<file path="config.mk">
export PLATFORM = sky130hd
export DESIGN_NAME = gray_fifo_ptr_ctrl_flat
export DESIGN_NICKNAME = d
export VERILOG_FILES = /design/src/rtl/gray_fifo_ptr_ctrl_if.sv /design/src/rtl/gray_fifo_ptr_ctrl.sv /design/src/flat_wrapper.sv
export SDC_FILE = /design/constraint.sdc
export NUM_CORES = 1
export LEC_CHECK = 0
export BUFFER_PORTS_ARGS = -buffer_cell sky130_fd_sc_hd__clkbuf_2
export CAP_MARGIN = 40
export CELL_PAD_IN_SITES_DETAIL_PLACEMENT = 1
export CELL_PAD_IN_SITES_GLOBAL_PLACEMENT = 2
export CORE_ASPECT_RATIO = 2
export CORE_MARGIN = 1
export CORE_UTILIZATION = 31
export CTS_CLUSTER_SIZE = 28
export DETAILED_ROUTE_END_ITERATION = 6
export GPL_ROUTABILITY_DRIVEN = 0
export PLACE_DENSITY_LB_ADDON = 0.1
export SYNTH_ARGS = -nofsm -noshare
export SYNTH_HDL_FRONTEND = slang
export SYNTH_SLANG_ARGS = --single-unit
</file>
<file path="constraint.sdc">
create_clock -name clk -period 3.5 [get_ports clk]
set_clock_uncertainty 0.1 [all_clocks]
set_input_delay 0.35 -clock clk [delete_from_list [all_inputs] [get_ports clk]]
set_output_delay 0.35 -clock clk [all_outputs]
set_load 0.03 [all_outputs]
</file>
<file path="src/rtl/gray_fifo_ptr_ctrl_if.sv">
// gray_fifo_ptr_ctrl_if: request/enable/pointer/status bundle between FIFO users and the pointer controller
interface gray_fifo_ptr_ctrl_if #(parameter int ADDR_WIDTH = 4);
  logic                  Flush_in;
  logic                  WrReq_in;
  logic                  RdReq_in;
  logic                  WrEn_out;
  logic                  RdEn_out;
  logic [ADDR_WIDTH-1:0] WrAddr_out;
  logic [ADDR_WIDTH-1:0] RdAddr_out;
  logic [ADDR_WIDTH:0]   WrPtrGray_out;
  logic [ADDR_WIDTH:0]   RdPtrGray_out;
  logic                  Full_out;
  logic                  Empty_out;
  logic [ADDR_WIDTH:0]   Level_out;
  logic                  Overflow_out;
  logic                  Underflow_out;
  modport master (
    output Flush_in, WrReq_in, RdReq_in,
    input  WrEn_out, RdEn_out, WrAddr_out, RdAddr_out, WrPtrGray_out, RdPtrGray_out,
    input  Full_out, Empty_out, Level_out, Overflow_out, Underflow_out
  );
  modport slave (
    input  Flush_in, WrReq_in, RdReq_in,
    output WrEn_out, RdEn_out, WrAddr_out, RdAddr_out, WrPtrGray_out, RdPtrGray_out,
    output Full_out, Empty_out, Level_out, Overflow_out, Underflow_out
  );
endinterface

</file>
<file path="src/rtl/gray_fifo_ptr_ctrl.sv">
// gray_fifo_ptr_ctrl: single-clock Gray pointer pair controller for a 2^ADDR_WIDTH-entry FIFO RAM
module gray_fifo_ptr_ctrl #(parameter int ADDR_WIDTH = 4) (
  input logic                 clk,
  input logic                 Reset_in,
  gray_fifo_ptr_ctrl_if.slave bus
);
  localparam int PW = ADDR_WIDTH + 1;
  localparam logic [PW-1:0] FULL_MASK = PW'(3) << (ADDR_WIDTH - 1);
  logic [PW-1:0] wr_bin, rd_bin, wr_bin_nx, rd_bin_nx;
  logic [PW-1:0] wr_gray, rd_gray, wr_gray_nx, rd_gray_nx;
  logic [PW-1:0] level;
  logic          full, empty, ovf, udf;
  logic          wr_en, rd_en;
  // Acceptance uses only registered flags so the enables never loop back through the pointers
  always_comb begin
    wr_en = bus.WrReq_in & ~full & ~bus.Flush_in & ~Reset_in;
    rd_en = bus.RdReq_in & ~empty & ~bus.Flush_in & ~Reset_in;
  end
  // Next-state pointers; flush folds in here so flags/level derive from the cleared pointers
  always_comb begin
    wr_bin_nx  = bus.Flush_in ? '0 : wr_bin + PW'(wr_en);
    rd_bin_nx  = bus.Flush_in ? '0 : rd_bin + PW'(rd_en);
    wr_gray_nx = wr_bin_nx ^ (wr_bin_nx >> 1);
    rd_gray_nx = rd_bin_nx ^ (rd_bin_nx >> 1);
  end
  // Pointer, Gray, flag and level registers; sticky errors survive flush but not reset
  always_ff @(posedge clk) begin
    if (Reset_in) begin
      wr_bin  <= '0;
      rd_bin  <= '0;
      wr_gray <= '0;
      rd_gray <= '0;
      level   <= '0;
      full    <= 1'b0;
      empty   <= 1'b1;
      ovf     <= 1'b0;
      udf     <= 1'b0;
    end else begin
      wr_bin  <= wr_bin_nx;
      rd_bin  <= rd_bin_nx;
      wr_gray <= wr_gray_nx;
      rd_gray <= rd_gray_nx;
      level   <= wr_bin_nx - rd_bin_nx;
      full    <= wr_gray_nx == (rd_gray_nx ^ FULL_MASK);
      empty   <= wr_gray_nx == rd_gray_nx;
      ovf     <= ovf | (bus.WrReq_in & full & ~bus.Flush_in);
      udf     <= udf | (bus.RdReq_in & empty & ~bus.Flush_in);
    end
  end
  // Drive the interface outputs
  always_comb begin
    bus.WrEn_out      = wr_en;
    bus.RdEn_out      = rd_en;
    bus.WrAddr_out    = wr_bin[ADDR_WIDTH-1:0];
    bus.RdAddr_out    = rd_bin[ADDR_WIDTH-1:0];
    bus.WrPtrGray_out = wr_gray;
    bus.RdPtrGray_out = rd_gray;
    bus.Full_out      = full;
    bus.Empty_out     = empty;
    bus.Level_out     = level;
    bus.Overflow_out  = ovf;
    bus.Underflow_out = udf;
  end
endmodule

</file>
<file path="src/flat_wrapper.sv">
// flat-port wrapper written by rule: the top's interface ports become plain ports
module gray_fifo_ptr_ctrl_flat 
#(parameter int ADDR_WIDTH = 4)
  (clk, Reset_in, bus_Flush_in, bus_WrReq_in, bus_RdReq_in, bus_WrEn_out, bus_RdEn_out, bus_WrAddr_out, bus_RdAddr_out, bus_WrPtrGray_out, bus_RdPtrGray_out, bus_Full_out, bus_Empty_out, bus_Level_out, bus_Overflow_out, bus_Underflow_out);
  gray_fifo_ptr_ctrl_if #(.ADDR_WIDTH(ADDR_WIDTH)) bus_i ();
  input logic clk;
  input logic Reset_in;
  input wire logic [$bits(bus_i.Flush_in)-1:0] bus_Flush_in;
  input wire logic [$bits(bus_i.WrReq_in)-1:0] bus_WrReq_in;
  input wire logic [$bits(bus_i.RdReq_in)-1:0] bus_RdReq_in;
  output wire logic [$bits(bus_i.WrEn_out)-1:0] bus_WrEn_out;
  output wire logic [$bits(bus_i.RdEn_out)-1:0] bus_RdEn_out;
  output wire logic [$bits(bus_i.WrAddr_out)-1:0] bus_WrAddr_out;
  output wire logic [$bits(bus_i.RdAddr_out)-1:0] bus_RdAddr_out;
  output wire logic [$bits(bus_i.WrPtrGray_out)-1:0] bus_WrPtrGray_out;
  output wire logic [$bits(bus_i.RdPtrGray_out)-1:0] bus_RdPtrGray_out;
  output wire logic [$bits(bus_i.Full_out)-1:0] bus_Full_out;
  output wire logic [$bits(bus_i.Empty_out)-1:0] bus_Empty_out;
  output wire logic [$bits(bus_i.Level_out)-1:0] bus_Level_out;
  output wire logic [$bits(bus_i.Overflow_out)-1:0] bus_Overflow_out;
  output wire logic [$bits(bus_i.Underflow_out)-1:0] bus_Underflow_out;
  assign bus_i.Flush_in = bus_Flush_in;
  assign bus_i.WrReq_in = bus_WrReq_in;
  assign bus_i.RdReq_in = bus_RdReq_in;
  assign bus_WrEn_out = bus_i.WrEn_out;
  assign bus_RdEn_out = bus_i.RdEn_out;
  assign bus_WrAddr_out = bus_i.WrAddr_out;
  assign bus_RdAddr_out = bus_i.RdAddr_out;
  assign bus_WrPtrGray_out = bus_i.WrPtrGray_out;
  assign bus_RdPtrGray_out = bus_i.RdPtrGray_out;
  assign bus_Full_out = bus_i.Full_out;
  assign bus_Empty_out = bus_i.Empty_out;
  assign bus_Level_out = bus_i.Level_out;
  assign bus_Overflow_out = bus_i.Overflow_out;
  assign bus_Underflow_out = bus_i.Underflow_out;
  gray_fifo_ptr_ctrl #(.ADDR_WIDTH(ADDR_WIDTH)) u_core (.clk(clk), .Reset_in(Reset_in), .bus(bus_i));
endmodule
</file>
==> results of run 1 <==
## stage by stage
step           setup WS [ns]  hold slack [ns]  power, mW  utilization, %  instances
3_5_place_dp          0.5048           0.3656     0.3536           38.92        215
4_1_cts               0.7955           0.2350     0.5351           40.08        219
2_1_floorplan         0.2386           0.4142     0.3430               -        130
3_3_place_gp          0.5389           0.3501     0.3528           38.92        215
5_1_grt               0.6866           0.2547     0.5471           40.08        219
6_report              0.8017           0.2414     0.5215           40.08        219
## sequential cells by signal, summed over array words and instances, names as in the netlist
register,flops
u_core.wr_bin,4
u_core.bus.Full_out,1
u_core.bus.Empty_out,1
u_core.bus.Underflow_out,1
u_core.bus.Overflow_out,1
u_core.rd_bin,4
u_core.bus.RdPtrGray_out,5
u_core.bus.WrPtrGray_out,5
u_core.bus.Level_out,5
## area by class of cell
type	count	area share, %
well taps	51	4.100
repair buffers	38	13.02
clock buffers	4	2.894
flip-flops and latches	27	34.73
multi-input cells	94	44.05
inverters	5	1.206
## path summary, 6_finish.rpt
kind | from | to | slack [ns] | depth (start not counted)
max | bus_Flush_in | u_core.bus.Level_out[4]$_SDFF_PP0_ | 0.80 | 11
min | bus_RdReq_in | u_core.bus.Underflow_out$_SDFF_PP0_ | 0.24 | 3
max reg2reg | u_core.bus.Full_out$_SDFF_PP0_ | u_core.bus.Level_out[4]$_SDFF_PP0_ | 0.94 | 9
min reg2reg | u_core.bus.Overflow_out$_SDFF_PP0_ | u_core.bus.Overflow_out$_SDFF_PP0_ | 0.38 | 2
## per-layer routing
| metal | global-route usage (%) | share of wire (%) | up-vias |
|---|---|---|---|
| met5 | 0 | 0 | - |
| met4 | 5.000 | 1.5 | 0 |
| met3 | 2.924 | 2.3 | 4 |
| met2 | 30.90 | 58 | 22 |
| met1 | 18.35 | 38 | 475 |
| li1 | - | - | 498 |
## power by group through the flow
| stage | logic (mW) | registers, mW | clock network (mW) |
|---|---|---|---|
| 2_1_floorplan | 0.0210 | 0.322 | 0 |
| 3_3_place_gp | 0.0352 | 0.318 | 0 |
| 3_5_place_dp | 0.0359 | 0.318 | 0 |
| 4_1_cts | 0.0360 | 0.311 | 0.189 |
| 5_1_grt | 0.0390 | 0.311 | 0.197 |
| 6_report | 0.0353 | 0.310 | 0.176 |
## critical path, delay by kind of cell
family | cells | cell delay, ns
and+or+nand+nor | 4 | 0.88
adders and majority gates | 3 | 0.97
AOI/OAI and AO/OA | 2 | 0.32
buffers and inverters | 1 | 0.10
xor gates and xnor gates | 1 | 0.16
## placed cells by master (no fill, tap or decap)
| master | netlist | final |
|---|---|---|
| clkbuf_2 | 0 | 33 |
| xnor2_1 | 8 | 8 |
| and2_2 | 1 | 1 |
| buf_4 | 0 | 5 |
| mux2_4 | 1 | 1 |
| and2b_2 | 1 | 1 |
| clkbuf_8 | 1 | 3 |
| inv_1 | 5 | 5 |
| xor2_1 | 6 | 6 |
| and2_1 | 4 | 4 |
| nor2b_1 | 6 | 6 |
| nand3_1 | 4 | 4 |
| nor3b_2 | 1 | 3 |
| a21oi_1 | 2 | 2 |
| or2_1 | 2 | 2 |
| o22ai_1 | 1 | 1 |
| a2111oi_2 | 1 | 1 |
| dfxtp_1 | 27 | 27 |
| o221ai_1 | 1 | 1 |
| a221oi_1 | 1 | 1 |
| mux2i_1 | 5 | 5 |
| a21o_2 | 1 | 1 |
| nand2b_1 | 1 | 1 |
| xnor2_2 | 1 | 1 |
| fa_1 | 1 | 1 |
| nor2_1 | 28 | 28 |
| ha_1 | 8 | 8 |
| nand2_1 | 4 | 4 |
| a31oi_1 | 2 | 2 |
| xor2_2 | 1 | 1 |
| clkbuf_1 | 2 | 1 |
## cells by family after synthesis
group / synth area share (%)
adders and majority gates: 9.477
xor gates and xnor gates: 12.24
DFF: 42.65
and+or+nand+nor: 20.93
AOI/OAI and AO/OA: 5.528
muxes: 5.133
buffers and inverters: 4.047
==> out/qor.yml, run 1 <==
sta:
  period_share_pct: 77.10
  finalCriticalPeriod_ns: 2.698
  hold_violations: 0
  fin_tns_setup_ns: 0
  unrepaired_setup_endpoints_after_global_routing: "false"
  final_max_slew_viol_count: 0
  report.final.setup_viol: 0
  max_freq_ghz: 0.3706
  slew_headroom_pct: 73.15
  max_slew.worst_pin.slew_ns: 0.3915
power_and_ir_drop:
  power.share.switching_pct: 22.81
  total_leakage_power_nw: 0.7492
  cell_internal_pwr_mw: 0.4025
  comb_power_share_pct: 6.8
  power-per-cell-area_mw_per_mm2: 335.0
  power_switching_mw: 0.1189
  power.ir.vdd_worst_mv: 0.1833
  power_frac_seq_pct: 59.5
  clock_power_share_pct: 33.7
placement:
  placed_area_sq_mm: 0.001511
  placement.io_buffers: 33
  detailedPlacementHpwl_microns: 2472
floorplanning:
  die_height_microns: 92.43
  die_area_sq_mm: 0.004364
  core.rowCount: 32
  floorplan.core_area_sq_mm: 0.003884
  start_util_pct: 32.64
  io-pin-count: 34
  chip_width_microns: 47.22
logic_synthesis:
  synth.top_cells.by_area: "dfxtp_1 (43%), nor2_1 (8.3%), ha_1 (7.9%)"
  yosys_register_bits: 27
  synthesis.nets: 144
  ys_top_cells_by_count: "nor2_1 (28), dfxtp_1 (27), ha_1 (8), xnor2_1 (8)"
  synth_top_flop_cell: "dfxtp_1"
  synth_warnings: 0
  synthesis.instances: 130
  synth_area_sq_mm: 0.001267
  yosysSeqAreaShare_pct: 42.65
  asyncSetResetFlopFracSynth_pct: 0
  synth.top_cell.area_share_pct: 42.65
  yosys.cell_count.top_type: "nor2_1"
  post_synth_edffs: 0
  netlist-cell-type-count: 31
  postSynthAreaPerCell_sq_um: 9.750
  library_cell_with_the_largest_summed_area_after_synthesis: "dfxtp_1"
final_layout:
  number_of_filler_cells_placed_in_the_layout: 495
  insertedDiodeCount: 0
  finalInstanceArea_sq_mm: 0.001556
  nNetsFinal: 183
  multi_input_area_sq_um: 685.7
  area.growth.synth_to_final_pct: 22.80
  final_layout_size_suffix_gt1_share_pct: 30.36
  final-seq-area_sq_um: 540.5
worst_hold_path:
  hold_path.class: "in2reg"
clock_tree:
  postCtsSetupBuffers: 0
  cts_hold_buf: 0
  tritoncts_num_sinks: 27
  tritoncts_clock_tree: "done"
  clk-insertion-delay-late_ns: 0.27
  cts_root_buf: "clkbuf_8"
  clkSlewWorstSetupHoldPaths_ns: 0.09
  cts.path.max_buffers: 2
  h_tree_depth: 1
  cts_resized: 0
  numCtsBuffers: 3
grt:
  groute.usage.overall_pct: 16.91
  grt_first_pass_wirelength_microns: 5237
  first_global_vias: 1056
  grt-ovfl-total: 0
  initial_antenna_violation_count: 0
  pin_count_of_the_biggest_net_entering_global_routing: 21
drt:
  drt-total-wl_microns: 3111
  post_drt_via_cell_ratio: 4.562
  drt_first_pass_iters: 4
  drc_errors: 0
  route.detailed.wl_per_inst_microns: 14.21
  final_antenna_net_count: 0
  initialDrtViolationCount: 6
  route.vias.total: 999
critical_path:
  cp_cell_sequence: "clkbuf_2 -> or2_1 -> nor3b_2 -> ha_1 -> ha_1 -> and2b_2 -> fa_1 -> a21oi_1 -> o221ai_1 -> xnor2_1 -> nor2_1"
  critical_path.most_common_cell: "ha_1"
  worst-setup-path-type: "in2reg"
  slowest_stage: "fa_1"
  worst-endpoint-arrival_ns: 2.76
  worst_ep_required_time_ns: 3.56
  worst_setup_end_kind: "flop"
  critPathMaxFanout: 5
  start_kind: "primary input"
  largest_stage_delay_on_the_critical_path_ns: 0.46
run_status:
  outcome: "finished, final reports clean"
run:
  drv.max_cap_violation_count: 0
(Power assumes the default switching activity.)
==> inputs of run 2 (changes only) <==
==> constraint.sdc (replaced) <==
create_clock -name clk -period 2.72 [get_ports clk]
set_clock_uncertainty 0.1 [all_clocks]
set_input_delay 0.272 -clock clk [delete_from_list [all_inputs] [get_ports clk]]
set_output_delay 0.272 -clock clk [all_outputs]
set_load 0.03 [all_outputs]
==> out/qor.yml, run 2 (synthesis results as in run 1) <==
clock_tree:
  tritoncts_num_sinks: 27
  h_tree_depth: 1
  numCtsBuffers: 3
  tritoncts_clock_tree: "done"
  postCtsSetupBuffers: 0
  clkSlewWorstSetupHoldPaths_ns: 0.09
  cts_root_buf: "clkbuf_8"
  clk-insertion-delay-late_ns: 0.27
  cts.path.max_buffers: 2
  cts_resized: 0
  cts_hold_buf: 0
critical_path:
  worst_setup_end_kind: "flop"
  start_kind: "primary input"
  cp.buffers_inverters: 1
  worst-endpoint-arrival_ns: 2.45
  largest_stage_delay_on_the_critical_path_ns: 0.39
  critPathMaxFanout: 5
  cp_cell_sequence: "clkbuf_2 -> or2_4 -> nor3b_4 -> ha_2 -> ha_4 -> and2b_2 -> fa_2 -> a21oi_2 -> o221ai_2 -> xnor2_1 -> nor2_1"
  worst_ep_required_time_ns: 2.79
  slowest_stage: "fa_2"
  worst-setup-path-type: "in2reg"
  path_delay_family: "adder cells"
drt:
  initialDrtViolationCount: 5
  drc_errors: 0
  drt-total-wl_microns: 3251
  drt_first_pass_iters: 2
  route.detailed.wl_per_inst_microns: 14.58
  final_antenna_net_count: 0
  route.vias.total: 1022
  post_drt_via_cell_ratio: 4.583
sta:
  final_critical_path_setup_slack_ns: 0.3357
  period_share_pct: 87.66
  slew_headroom_pct: 73.19
  finalCriticalPeriod_ns: 2.384
  report.final.setup_viol: 0
  final_max_slew_viol_count: 0
  timing.hold.ws_ns: 0.1763
  unrepaired_setup_endpoints_after_global_routing: "false"
  max_freq_ghz: 0.4194
  fin_tns_setup_ns: 0
  max_slew.worst_pin.slew_ns: 0.3910
  hold_violations: 0
floorplanning:
  start_util_pct: 32.64
  io-pin-count: 34
  core.rowCount: 32
  chip_width_microns: 47.22
  die_height_microns: 92.43
  die_area_sq_mm: 0.004364
  floorplan.core_area_sq_mm: 0.003884
run_status:
  outcome: "finished, final reports clean"
placement:
  dpl_cells: 219
  placed_area_sq_mm: 0.001657
  placement.io_buffers: 33
  detailedPlacementHpwl_microns: 2684
  dp_slack_ns: 0.03677
power_and_ir_drop:
  power-per-cell-area_mw_per_mm2: 400.6
  power.ir.vdd_worst_mv: 0.2785
  cell_internal_pwr_mw: 0.5216
  fin_total_pwr_mw: 0.6816
  power_switching_mw: 0.1600
  power_frac_seq_pct: 58.6
  comb_power_share_pct: 7.4
  clock_power_share_pct: 34.0
  total_leakage_power_nw: 0.7605
  power.share.switching_pct: 23.48
grt:
  groute.layer.met3.usage_pct: 2.144
  first_global_vias: 1150
  grt_busiest_layer: "met2"
  grt-ovfl-total: 0
  met2_usage_pct: 34.14
  pin_count_of_the_biggest_net_entering_global_routing: 21
  grt_first_pass_wirelength_microns: 5388
  initial_antenna_violation_count: 0
  groute.usage.overall_pct: 17.59
  use_met1_pct: 16.67
final_layout:
  area.growth.synth_to_final_pct: 34.25
  layout.cells.most_common: "clkbuf_2"
  insertedDiodeCount: 0
  finalInstanceArea_sq_mm: 0.001702
  number_of_filler_cells_placed_in_the_layout: 482
  final_layout_size_suffix_gt1_share_pct: 38.95
  final_util_pct: 43.81
  final-seq-area_sq_um: 540.5
  leading_cell_types_in_the_layout_fill_and_taps_excluded: "clkbuf_2 (33), nor2_1 (28), dfxtp_1 (27)"
  multi_input_area_sq_um: 800.8
  nNetsFinal: 187
  post_route_insts_no_fill: 223
worst_hold_path:
  hold_path.class: "in2reg"
run:
  drv.max_cap_violation_count: 0
-- run 2: cell count changes in the layout (fill, tap and decap cells not counted), sizes merged --
cell  before  now
buf        5    9
-- run 2: power groups by stage --
stage	Sequential (mW)	Combinational (mW)	Clock (mW)
CTS	0.400	0.0517	0.239
global placement	0.409	0.0505	0
global route	0.400	0.0557	0.253
finish	0.399	0.0507	0.231
floorplan	0.415	0.0313	0
detailed placement	0.409	0.0515	0
-- run 2: path summary, 6_finish.rpt --
kind                                            start                                  end  slack [ns]  cells after the start
setup / recovery                             Reset_in   u_core.bus.Level_out[4]$_SDFF_PP0_        0.34                     11
hold / removal                           bus_RdReq_in  u_core.bus.Underflow_out$_SDFF_PP0_        0.18                      3
setup reg to reg       u_core.bus.Full_out$_SDFF_PP0_   u_core.bus.Level_out[4]$_SDFF_PP0_        0.36                      9
hold reg to reg   u_core.bus.Underflow_out$_SDFF_PP0_  u_core.bus.Underflow_out$_SDFF_PP0_        0.38                      2
-- run 2: cell type report --
cell class | count | share of cell area, %
Sequential cell | 27 | 31.76
Multi-Input combinational cell | 94 | 47.06
Inverter | 5 | 1.103
Timing Repair Buffer | 42 | 13.68
Tap cell | 51 | 3.750
Clock buffer | 4 | 2.647
-- run 2: worst register-to-register path: stages (launching register included) --
cell and delay [ns]:
dfxtp_1 0.37, nor3b_4 0.23, ha_2 0.25, ha_4 0.22, and2b_2 0.24, fa_2 0.39
a21oi_2 0.13, o221ai_2 0.11, xnor2_1 0.16, nor2_1 0.06
-- run 2: metal layers --
layer	vias to the layer above	wire, microns
met3	5	73
li1	506	-
met4	0	58
met1	491	1125
met5	-	0
met2	20	1993
